`config.mk`:
```
export PLATFORM = sky130hd
export DESIGN_NAME = seq_restoring_divider
export DESIGN_NICKNAME = d
export VERILOG_FILES = /design/src/rtl/seq_restoring_divider_pkg.sv /design/src/rtl/seq_restoring_divider_step.sv /design/src/rtl/seq_restoring_divider.sv
export SDC_FILE = /design/constraint.sdc
export NUM_CORES = 1
export LEC_CHECK = 0
export ABC_AREA = 1
export CORE_ASPECT_RATIO = 0.8
export CORE_MARGIN = 4
export CORE_UTILIZATION = 45
export CTS_CLUSTER_DIAMETER = 60
export DETAILED_ROUTE_END_ITERATION = 6
export GPL_TIMING_DRIVEN = 1
export PLACE_DENSITY = 0.7
export RECOVER_POWER = 50
export SLEW_MARGIN = 30
export SYNTH_ARGS = -nofsm -noshare
export SYNTH_HDL_FRONTEND = slang
export SYNTH_SLANG_ARGS = --single-unit
```
`constraint.sdc`:
```
create_clock -name clk -period 2.2 [get_ports clk]
set_input_delay 0.66 -clock clk [delete_from_list [all_inputs] [get_ports clk]]
set_output_delay 0.66 -clock clk [all_outputs]
set_load 0.02 [all_outputs]
```
`src/rtl/seq_restoring_divider_pkg.sv`:
```
// Shared widths, state encoding and sizing helper for the restoring divider
// and any future unrolled divider built from the same step cell.
package div_pkg;

  localparam int DEFAULT_DIVIDEND_W = 8;
  localparam int DEFAULT_DIVISOR_W  = 4;

  typedef enum logic [1:0] {
    IDLE,
    RUN,
    DONE
  } div_state_e;

  // Counter must be able to hold the iteration count itself.
  function automatic int cnt_width(input int iterations);
    return $clog2(iterations + 1);
  endfunction

  localparam int DEFAULT_CNT_W = cnt_width(DEFAULT_DIVIDEND_W);

endpackage

```
`src/rtl/seq_restoring_divider_step.sv`:
```
// One restoring shift-subtract step: shift in the next dividend bit, try to
// subtract the divisor, keep the difference only when no borrow occurs.
module div_step
  import div_pkg::*;
#(
  parameter int DIVISOR_W = DEFAULT_DIVISOR_W
) (
  input  logic [DIVISOR_W:0]   partial_in,
  input  logic                 dividend_bit,
  input  logic [DIVISOR_W-1:0] divisor,
  output logic [DIVISOR_W:0]   partial_out,
  output logic                 q_bit
);

  logic [DIVISOR_W:0] shifted;
  logic [DIVISOR_W:0] trial;
  logic               unused_partial_msb;

  // partial_in < divisor always, so its MSB is zero and the shifted value
  // fits DIVISOR_W+1 bits; the borrow is then the MSB of the difference.
  always_comb begin
    shifted     = {partial_in[DIVISOR_W-1:0], dividend_bit};
    trial       = shifted - {1'b0, divisor};
    q_bit       = ~trial[DIVISOR_W];
    partial_out = q_bit ? trial : shifted;
  end

  assign unused_partial_msb = partial_in[DIVISOR_W];

endmodule

```
`src/rtl/seq_restoring_divider.sv`:
```
// Sequential unsigned restoring divider, one quotient bit per clock.
// Results are shadowed so the outputs only change on completion.
module seq_restoring_divider
  import div_pkg::*;
#(
  parameter int DIVIDEND_W = DEFAULT_DIVIDEND_W,
  parameter int DIVISOR_W  = DEFAULT_DIVISOR_W
) (
  input  logic                  clk,
  input  logic                  rst,
  input  logic                  start,
  input  logic [DIVIDEND_W-1:0] dividend,
  input  logic [DIVISOR_W-1:0]  divisor,
  output logic                  busy,
  output logic                  done,
  output logic [DIVIDEND_W-1:0] quotient,
  output logic [DIVISOR_W-1:0]  remainder,
  output logic                  div_by_zero
);

  localparam int              CNT_W     = cnt_width(DIVIDEND_W);
  localparam logic [CNT_W-1:0] LAST_STEP = CNT_W'(DIVIDEND_W - 1);

  div_state_e            state_q, state_d;
  logic                  busy_q, busy_d;
  logic                  done_q, done_d;
  logic                  dbz_q, dbz_d;
  logic [DIVIDEND_W-1:0] work_q, work_d;
  logic [DIVIDEND_W-1:0] quotient_q, quotient_d;
  logic [DIVISOR_W-1:0]  divisor_q, divisor_d;
  logic [DIVISOR_W-1:0]  remainder_q, remainder_d;
  logic [DIVISOR_W:0]    partial_q, partial_d;
  logic [DIVISOR_W:0]    step_partial;
  logic [CNT_W-1:0]      cnt_q, cnt_d;
  logic                  step_q_bit;

  div_step #(
    .DIVISOR_W(DIVISOR_W)
  ) u_step (
    .partial_in  (partial_q),
    .dividend_bit(work_q[DIVIDEND_W-1]),
    .divisor     (divisor_q),
    .partial_out (step_partial),
    .q_bit       (step_q_bit)
  );

  // work_q doubles as dividend shifter and quotient accumulator: the dividend
  // MSB leaves at the top while each new quotient bit enters at the bottom.
  always_comb begin
    state_d     = state_q;
    work_d      = work_q;
    divisor_d   = divisor_q;
    partial_d   = partial_q;
    cnt_d       = cnt_q;
    quotient_d  = quotient_q;
    remainder_d = remainder_q;
    dbz_d       = dbz_q;

    unique case (state_q)
      IDLE, DONE: begin
        if (start) begin
          work_d    = dividend;
          divisor_d = divisor;
          partial_d = '0;
          cnt_d     = '0;
          dbz_d     = 1'b0;
          if (divisor != '0) begin
            state_d = RUN;
          end else begin
            state_d     = DONE;
            quotient_d  = '1;
            remainder_d = '0;
            dbz_d       = 1'b1;
          end
        end else if (state_q == DONE) begin
          state_d = IDLE;
        end
      end
      RUN: begin
        partial_d = step_partial;
        work_d    = {work_q[DIVIDEND_W-2:0], step_q_bit};
        cnt_d     = cnt_q + 1'b1;
        if (cnt_q == LAST_STEP) begin
          state_d     = DONE;
          quotient_d  = {work_q[DIVIDEND_W-2:0], step_q_bit};
          remainder_d = step_partial[DIVISOR_W-1:0];
        end
      end
      default: state_d = IDLE;
    endcase

    busy_d = (state_d == RUN);
    done_d = (state_d == DONE);
  end

  always_ff @(posedge clk) begin
    if (rst) begin
      state_q     <= IDLE;
      busy_q      <= 1'b0;
      done_q      <= 1'b0;
      dbz_q       <= 1'b0;
      work_q      <= '0;
      quotient_q  <= '0;
      divisor_q   <= '0;
      remainder_q <= '0;
      partial_q   <= '0;
      cnt_q       <= '0;
    end else begin
      state_q     <= state_d;
      busy_q      <= busy_d;
      done_q      <= done_d;
      dbz_q       <= dbz_d;
      work_q      <= work_d;
      quotient_q  <= quotient_d;
      divisor_q   <= divisor_d;
      remainder_q <= remainder_d;
      partial_q   <= partial_d;
      cnt_q       <= cnt_d;
    end
  end

  assign busy        = busy_q;
  assign done        = done_q;
  assign quotient    = quotient_q;
  assign remainder   = remainder_q;
  assign div_by_zero = dbz_q;

endmodule
```
==> out/metrics.cfg, run 1 <==
[route]
via_count = 1538
routed-wl-met2_um = 1500
drt_wl_total_um = 3720
drc = 0
avgViaCountPerCell = 5.01
wl_per_cell_um = 12.1
first_pass_iters = 4
ant_nets = 0
highest_layer = met4
first_iter_violations = 105
wl_met1_um = 1940
wl_met3_um = 215

[yosys]
yosys-top-cells-area = dfxtp_1 (43%), nand2_1 (8.9%), a21oi_1 (7.5%)
ys_seq_area_share_pct = 42.8
ys_ff_latch = 37
yosysUniqueCellTypes = 25
synth.avg_cell_area_um2 = 7.52
yosysWarnings = 0
synth_top_area_share_pct = 42.8
synth.cell_area_um2 = 1730
synth_top_area_cell = dfxtp_1
synthesis.nets = 251
synth_cells = 230

[grt]
grt_pass1_vias = 1451
grt_usage_pct = 16.1
grt_overflow = 0
grt_max_degree = 25
grt_pass1_wl_um = 6230
antenna_found_initial = 0

[placement]
routabilityCongestion = 0.801
dp_hpwl_um = 2700
placed_area_um2 = 2060
port_buffers = 29

[timing]
layout_min_cycle_time_ns = 1.96
maxSlewViolCount = 0
fin_skew_ns = 0.00647
rsz0062_at_grt = no
relSlewSlack_pct = 77.0
finalSetupTns_ns = 0
hold_viol = 0
final-setup-viol-count = 0
fmax_ghz = 0.509
fin_crit_sh_pct = 89.3
tightestPinTransition_ns = 0.344

[floorplan]
core_area_um2 = 3570
io_pins = 30
fp.dieArea_um2 = 4910
start_util_pct = 48.5
die_h_um = 63.5
die_x_um = 77.3
rows = 19

[critical_path]
required_ns = 2.41
arrival_ns = 2.18
path_class = input pin to flop
cp_max_fo = 9
start_kind = input pin
worst_setup_path_end_kind = flop

[clocking]
path_clk_slew_ns = 0.07
clock-root-buffer = clkbuf_8
cts_tree = yes
cts_sinks = 37
clk_path_buf_depth = 2
cts_setup_buffers = 0
clkLatencyLatePin_ns = 0.29
cts_resized = 0
holdBufCountCts = 0
cts_buffers = 5
cts-htree-levels = 2

[power_and_ir_drop]
ir_drop_mv = 0.409
p_leak_nw = 0.971
p_per_area_nw_per_um2 = 716

[finish]
syn2layout_area_growth_pct = 23.9
drive_gt1_share_pct = 9.43
nNetsFinal = 285
stdcell_area_um2 = 2140
n_antenna_cell = 0

[worst_hold_path]
hold_class = flop to flop

[status]
status = complete, no violations

[run]
cap_violations = 0

[path summary, 6_finish.rpt]
path | from | to | slack [ns] | depth (start not counted)
setup / recovery | start | work_q[3] | 0.24 | 8
hold / removal | quotient[6] | quotient[6] | 0.46 | 2
setup reg to reg | work_q[7] | partial_q[0] | 0.38 | 12
hold reg to reg | quotient[6] | quotient[6] | 0.46 | 2
[synthesized netlist by cell type]
master	count
a211oi_1	1
a21oi_1	26
a21oi_2	1
buf_2	2
buf_4	1
buf_6	1
buf_8	1
clkbuf_1	2
dfxtp_1	37
fa_1	1
ha_1	5
inv_1	31
inv_2	3
nand2_1	41
nand2_4	2
nand3_1	26
nand4_2	1
nor2_1	17
nor2_4	2
o211ai_1	7
o21a_1	1
o21ai_0	13
o21ai_1	1
or2_2	6
xnor2_1	1
[worst max-delay path, cell delays in order]
cell and delay, ns:
dlygate4sd3_1 0.52, inv_1 0.06, nor2_4 0.16, inv_1 0.07
nand2_1 0.26, buf_4 0.22, o211ai_1 0.09, a21oi_1 0.14
[flip-flops by register name (all words and copies together) (netlist names)]
| register | flops |
|---|---|
| busy | 1 |
| cnt_q | 4 |
| div_by_zero | 1 |
| divisor_q | 4 |
| done | 1 |
| partial_q | 4 |
| quotient | 8 |
| remainder | 4 |
| state_q | 2 |
| work_q | 8 |
[cell usage in the layout, fill, tap and decap left out]
master	netlist	layout
nand2_1	41	42
dfxtp_1	37	37
inv_1	31	31
a21oi_1	26	26
nand3_1	26	26
clkdlybuf4s50_1	0	26
nor2_1	17	17
o21ai_0	13	14
o211ai_1	7	7
clkbuf_8	0	7
or2_2	6	6
ha_1	5	5
buf_4	1	4
inv_2	3	3
dlygate4sd3_1	0	3
nor2_4	2	2
nand4_1	0	1
nand2_4	2	1
a211oi_1	1	1
a21oi_2	1	1
xnor2_1	1	1
o21a_1	1	1
fa_1	1	1
clkinv_2	0	1
clkbuf_1	2	1
[layout make-up]
class / instances / area, um^2
Clock buffer: 7 / 96.3
Clock inverter: 1 / 5.00
Fill cell: 344 / 1420
Inverter: 34 / 128
Multi-Input combinational cell: 152 / 797
Sequential cell: 37 / 741
Tap cell: 42 / 52.6
Timing Repair Buffer: 34 / 324
[logic make-up after synthesis]
kind of cell	share of synthesized area [%]
flip-flops	42.8
AO/OA/AOI/OAI	16.0
XOR/XNOR	0.506
AND/OR/NAND/NOR	25.6
adder cells (fa/ha/maj)	4.77
buffers and inverters	10.3
[layer usage]
layer	up-vias	global-route usage, %
li1	816	-
met1	677	21.0
met2	39	23.4
met3	6	4.84
met4	0	9.33
met5	-	0
[where the power goes]
part / internal (mW) / switching, mW
clock: 0.283 / 0.239
sequential: 0.708 / 0.0243
combinational: 0.116 / 0.164
[metrics by stage]
stage	std cells	hold WS (ns)	power, mW	setup slack, ns	utilization, %
2_1_floorplan	230	0.436	0.946	0.579	-
3_5_place_dp	299	0.453	1.03	0.0725	57.8
4_1_cts	307	0.462	1.56	0.276	60.6
6_report	307	0.459	1.54	0.235	60.1
5_1_grt	307	0.481	1.62	0.106	60.1
3_3_place_gp	299	0.450	1.03	0.0954	57.8
(Power assumes the default switching activity.)
==> run 2, diff against run 1 <==
--- a/config.mk
+++ b/config.mk
@@ -7,7 +7,6 @@
 export LEC_CHECK = 0
 export ABC_AREA = 1
 export CORE_ASPECT_RATIO = 0.8
-export CORE_MARGIN = 4
 export CORE_UTILIZATION = 45
 export CTS_CLUSTER_DIAMETER = 60
 export DETAILED_ROUTE_END_ITERATION = 6
==> run 2 against run 1 <==
The flow now finishes with violations (design-rule violations); setup slack better by 0.0032 ns; final area shrank 0.18%; sequential cell count stayed put; worst hold slack gained 0.0037 ns; clock power down 12%; sequential power is essentially flat; via count shrank 0.91%; global-route usage up 2.9 points.
==> out/metrics.cfg, run 2 (synthesized netlist as in run 1, its figures left out) <==
[timing]
tightestPinTransition_ns = 0.565  ; +0.221 ns
maxSlewViolCount = 0  ; unchanged
layout_min_cycle_time_ns = 1.96  ; -0.00319 ns
finalSetupTns_ns = 0  ; unchanged
rsz0062_at_grt = no
fin_skew_ns = 0.00538  ; -0.00109 ns
fmax_ghz = 0.510  ; +0.16%
relSlewSlack_pct = 62.3  ; -15 points
hold_viol = 0  ; unchanged
final-setup-viol-count = 0  ; unchanged
fin_crit_sh_pct = 89.2  ; -0.14 points

[critical_path]
cpPeakStageDelay_ns = 0.52  ; about the same
arrival_ns = 2.14  ; -0.04 ns
start_kind = input pin
crit_path_cell_trace = dlygate4sd3_1, inv_1, nor2_4, nand4_1, nand2_4, inv_1, nand2_1, a21oi_1
worst_setup_path_end_kind = flop
cp_max_fo = 19  ; +10
crit_slowest_cell = dlygate4sd3_1
crit_top_cell = inv_1
path_class = input pin to flop
required_ns = 2.38  ; -0.03 ns

[route]
ant_nets = 0  ; unchanged
drc = 2  ; +2
wl_met3_um = 204  ; -5.1%
wl_met1_um = 1930  ; -0.62%
via_count = 1524  ; -0.91%
first_pass_iters = 6  ; +2
highest_layer = met4
wl_per_cell_um = 11.3  ; -6.7%
routed-wl-met2_um = 1310  ; -13%
first_iter_violations = 125  ; +19%
avgViaCountPerCell = 4.95  ; -1.2%
drt_wl_total_um = 3480  ; -6.4%

[floorplan]
fp.dieArea_um2 = 4100  ; -16%
io_pins = 30  ; unchanged
rows = 19  ; unchanged
die_h_um = 57.5  ; -9.5%
die_x_um = 71.3  ; -7.8%
start_util_pct = 48.9  ; +0.33 points
core_area_um2 = 3540  ; -0.67%

[finish]
nNetsFinal = 286  ; +0.35%
drive_gt1_share_pct = 9.40  ; -0.035 points
multiInputGateArea_um2 = 805  ; +0.94%
fin_util_pct = 60.4  ; +0.30 points
layout.cells.non_filler = 308  ; +0.33%
final_common_cell = nand2_1
n_antenna_cell = 0  ; unchanged
regArea_um2 = 741  ; unchanged
syn2layout_area_growth_pct = 23.6
layout_common_cells = nand2_1 (41), dfxtp_1 (37), inv_1 (32)
n_fill_cell = 327  ; -4.9%

[power_and_ir_drop]
internal_power_mw = 1.04  ; -5.8%
p_leak_nw = 0.968  ; -0.35%
combPwrFrac_pct = 19.2  ; +0.9 points
clockPowerShare_pct = 31.2  ; -2.8 points
power_frac_seq_pct = 49.7  ; +2.0 points
swShare_pct = 29.1  ; +1.3 points
ir_drop_mv = 0.480  ; +18%
p_per_area_nw_per_um2 = 688  ; -3.9%
p_sw_mw = 0.429  ; +0.47%

[grt]
grt_pass1_wl_um = 5980  ; -4.0%
grt_max_degree = 20  ; -20%
antenna_found_initial = 0  ; unchanged
grt_usage_pct = 19.0  ; +2.9 points
grt_overflow = 0  ; unchanged
grt_pass1_vias = 1290  ; -11%

[clocking]
holdBufCountCts = 0  ; unchanged
path_clk_slew_ns = 0.08  ; about the same
clock-root-buffer = clkbuf_8
cts_setup_buffers = 0  ; unchanged
cts_sinks = 37  ; unchanged
cts-htree-levels = 2  ; unchanged
cts_resized = 0  ; unchanged
cts_buffers = 5  ; unchanged
cts_tree = yes
clk_path_buf_depth = 2  ; unchanged
clkLatencyLatePin_ns = 0.28  ; about the same

[placement]
routabilityCongestion = 0.769  ; -4.0%
dp_hpwl_um = 2590  ; -4.2%
placed_cells = 300  ; +0.33%
port_buffers = 29  ; unchanged

[run]
cap_violations = 0  ; unchanged

[status]
status = finished with violations
violations = design-rule violations

[worst_hold_path]
hold_class = flop to flop

[run 2: power groups by stage]
| stage | combinational [mW] | clock (mW) | sequential [mW] |
|---|---|---|---|
| 4_1_cts | 0.287 | 0.470 | 0.731 |
| 5_1_grt | 0.321 | 0.506 | 0.737 |
| 2_1_floorplan | 0.198 | 0 | 0.748 |
| 3_5_place_dp | 0.286 | 0 | 0.746 |
| 6_report | 0.282 | 0.459 | 0.732 |
| 3_3_place_gp | 0.283 | 0 | 0.746 |
[run 2: worst max-delay path, delay by kind of cell]
| kind | cells | cell delay (ns) |
|---|---|---|
| buffers and inverters | 3 | 0.74 |
| AO/OA/AOI/OAI | 1 | 0.05 |
| AND/OR/NAND/NOR | 4 | 0.67 |
[run 2: final cells by class]
type / count / area share, %
Multi-Input combinational cell: 152 / 37.6
Sequential cell: 37 / 34.6
Timing Repair Buffer: 35 / 15.3
Inverter: 34 / 5.96
Clock buffer: 5 / 3.22
Tap cell: 42 / 2.46
Clock inverter: 3 / 0.819
[run 2: per-stage QoR]
| step | worst slack, ns | power (mW) | hold slack [ns] | cell area, um^2 |
|---|---|---|---|---|
| global placement | 0.0854 | 1.03 | 0.449 | 2070 |
| finish | 0.239 | 1.47 | 0.463 | 2140 |
| CTS | 0.302 | 1.49 | 0.462 | 2150 |
| floorplan | 0.579 | 0.946 | 0.436 | 1730 |
| global route | 0.125 | 1.56 | 0.499 | 2140 |
| detailed placement | 0.0690 | 1.03 | 0.450 | 2070 |
[run 2: final timing paths]
path	from	end	slack [ns]	cells past startpoint
worst max-delay path	start	quotient[1]	0.24	8
worst min-delay path	divisor_q[3]	divisor_q[3]	0.46	2
worst max register to register	work_q[7]	partial_q[2]	0.39	12
worst min register to register	divisor_q[3]	divisor_q[3]	0.46	2
[run 2: metal layers]
metal | global-route usage [%] | vias to the layer above
met2 | 24.2 | 39
met1 | 29.6 | 662
met3 | 6.36 | 5
li1 | - | 818
met4 | 5.71 | 0
met5 | 0 | -
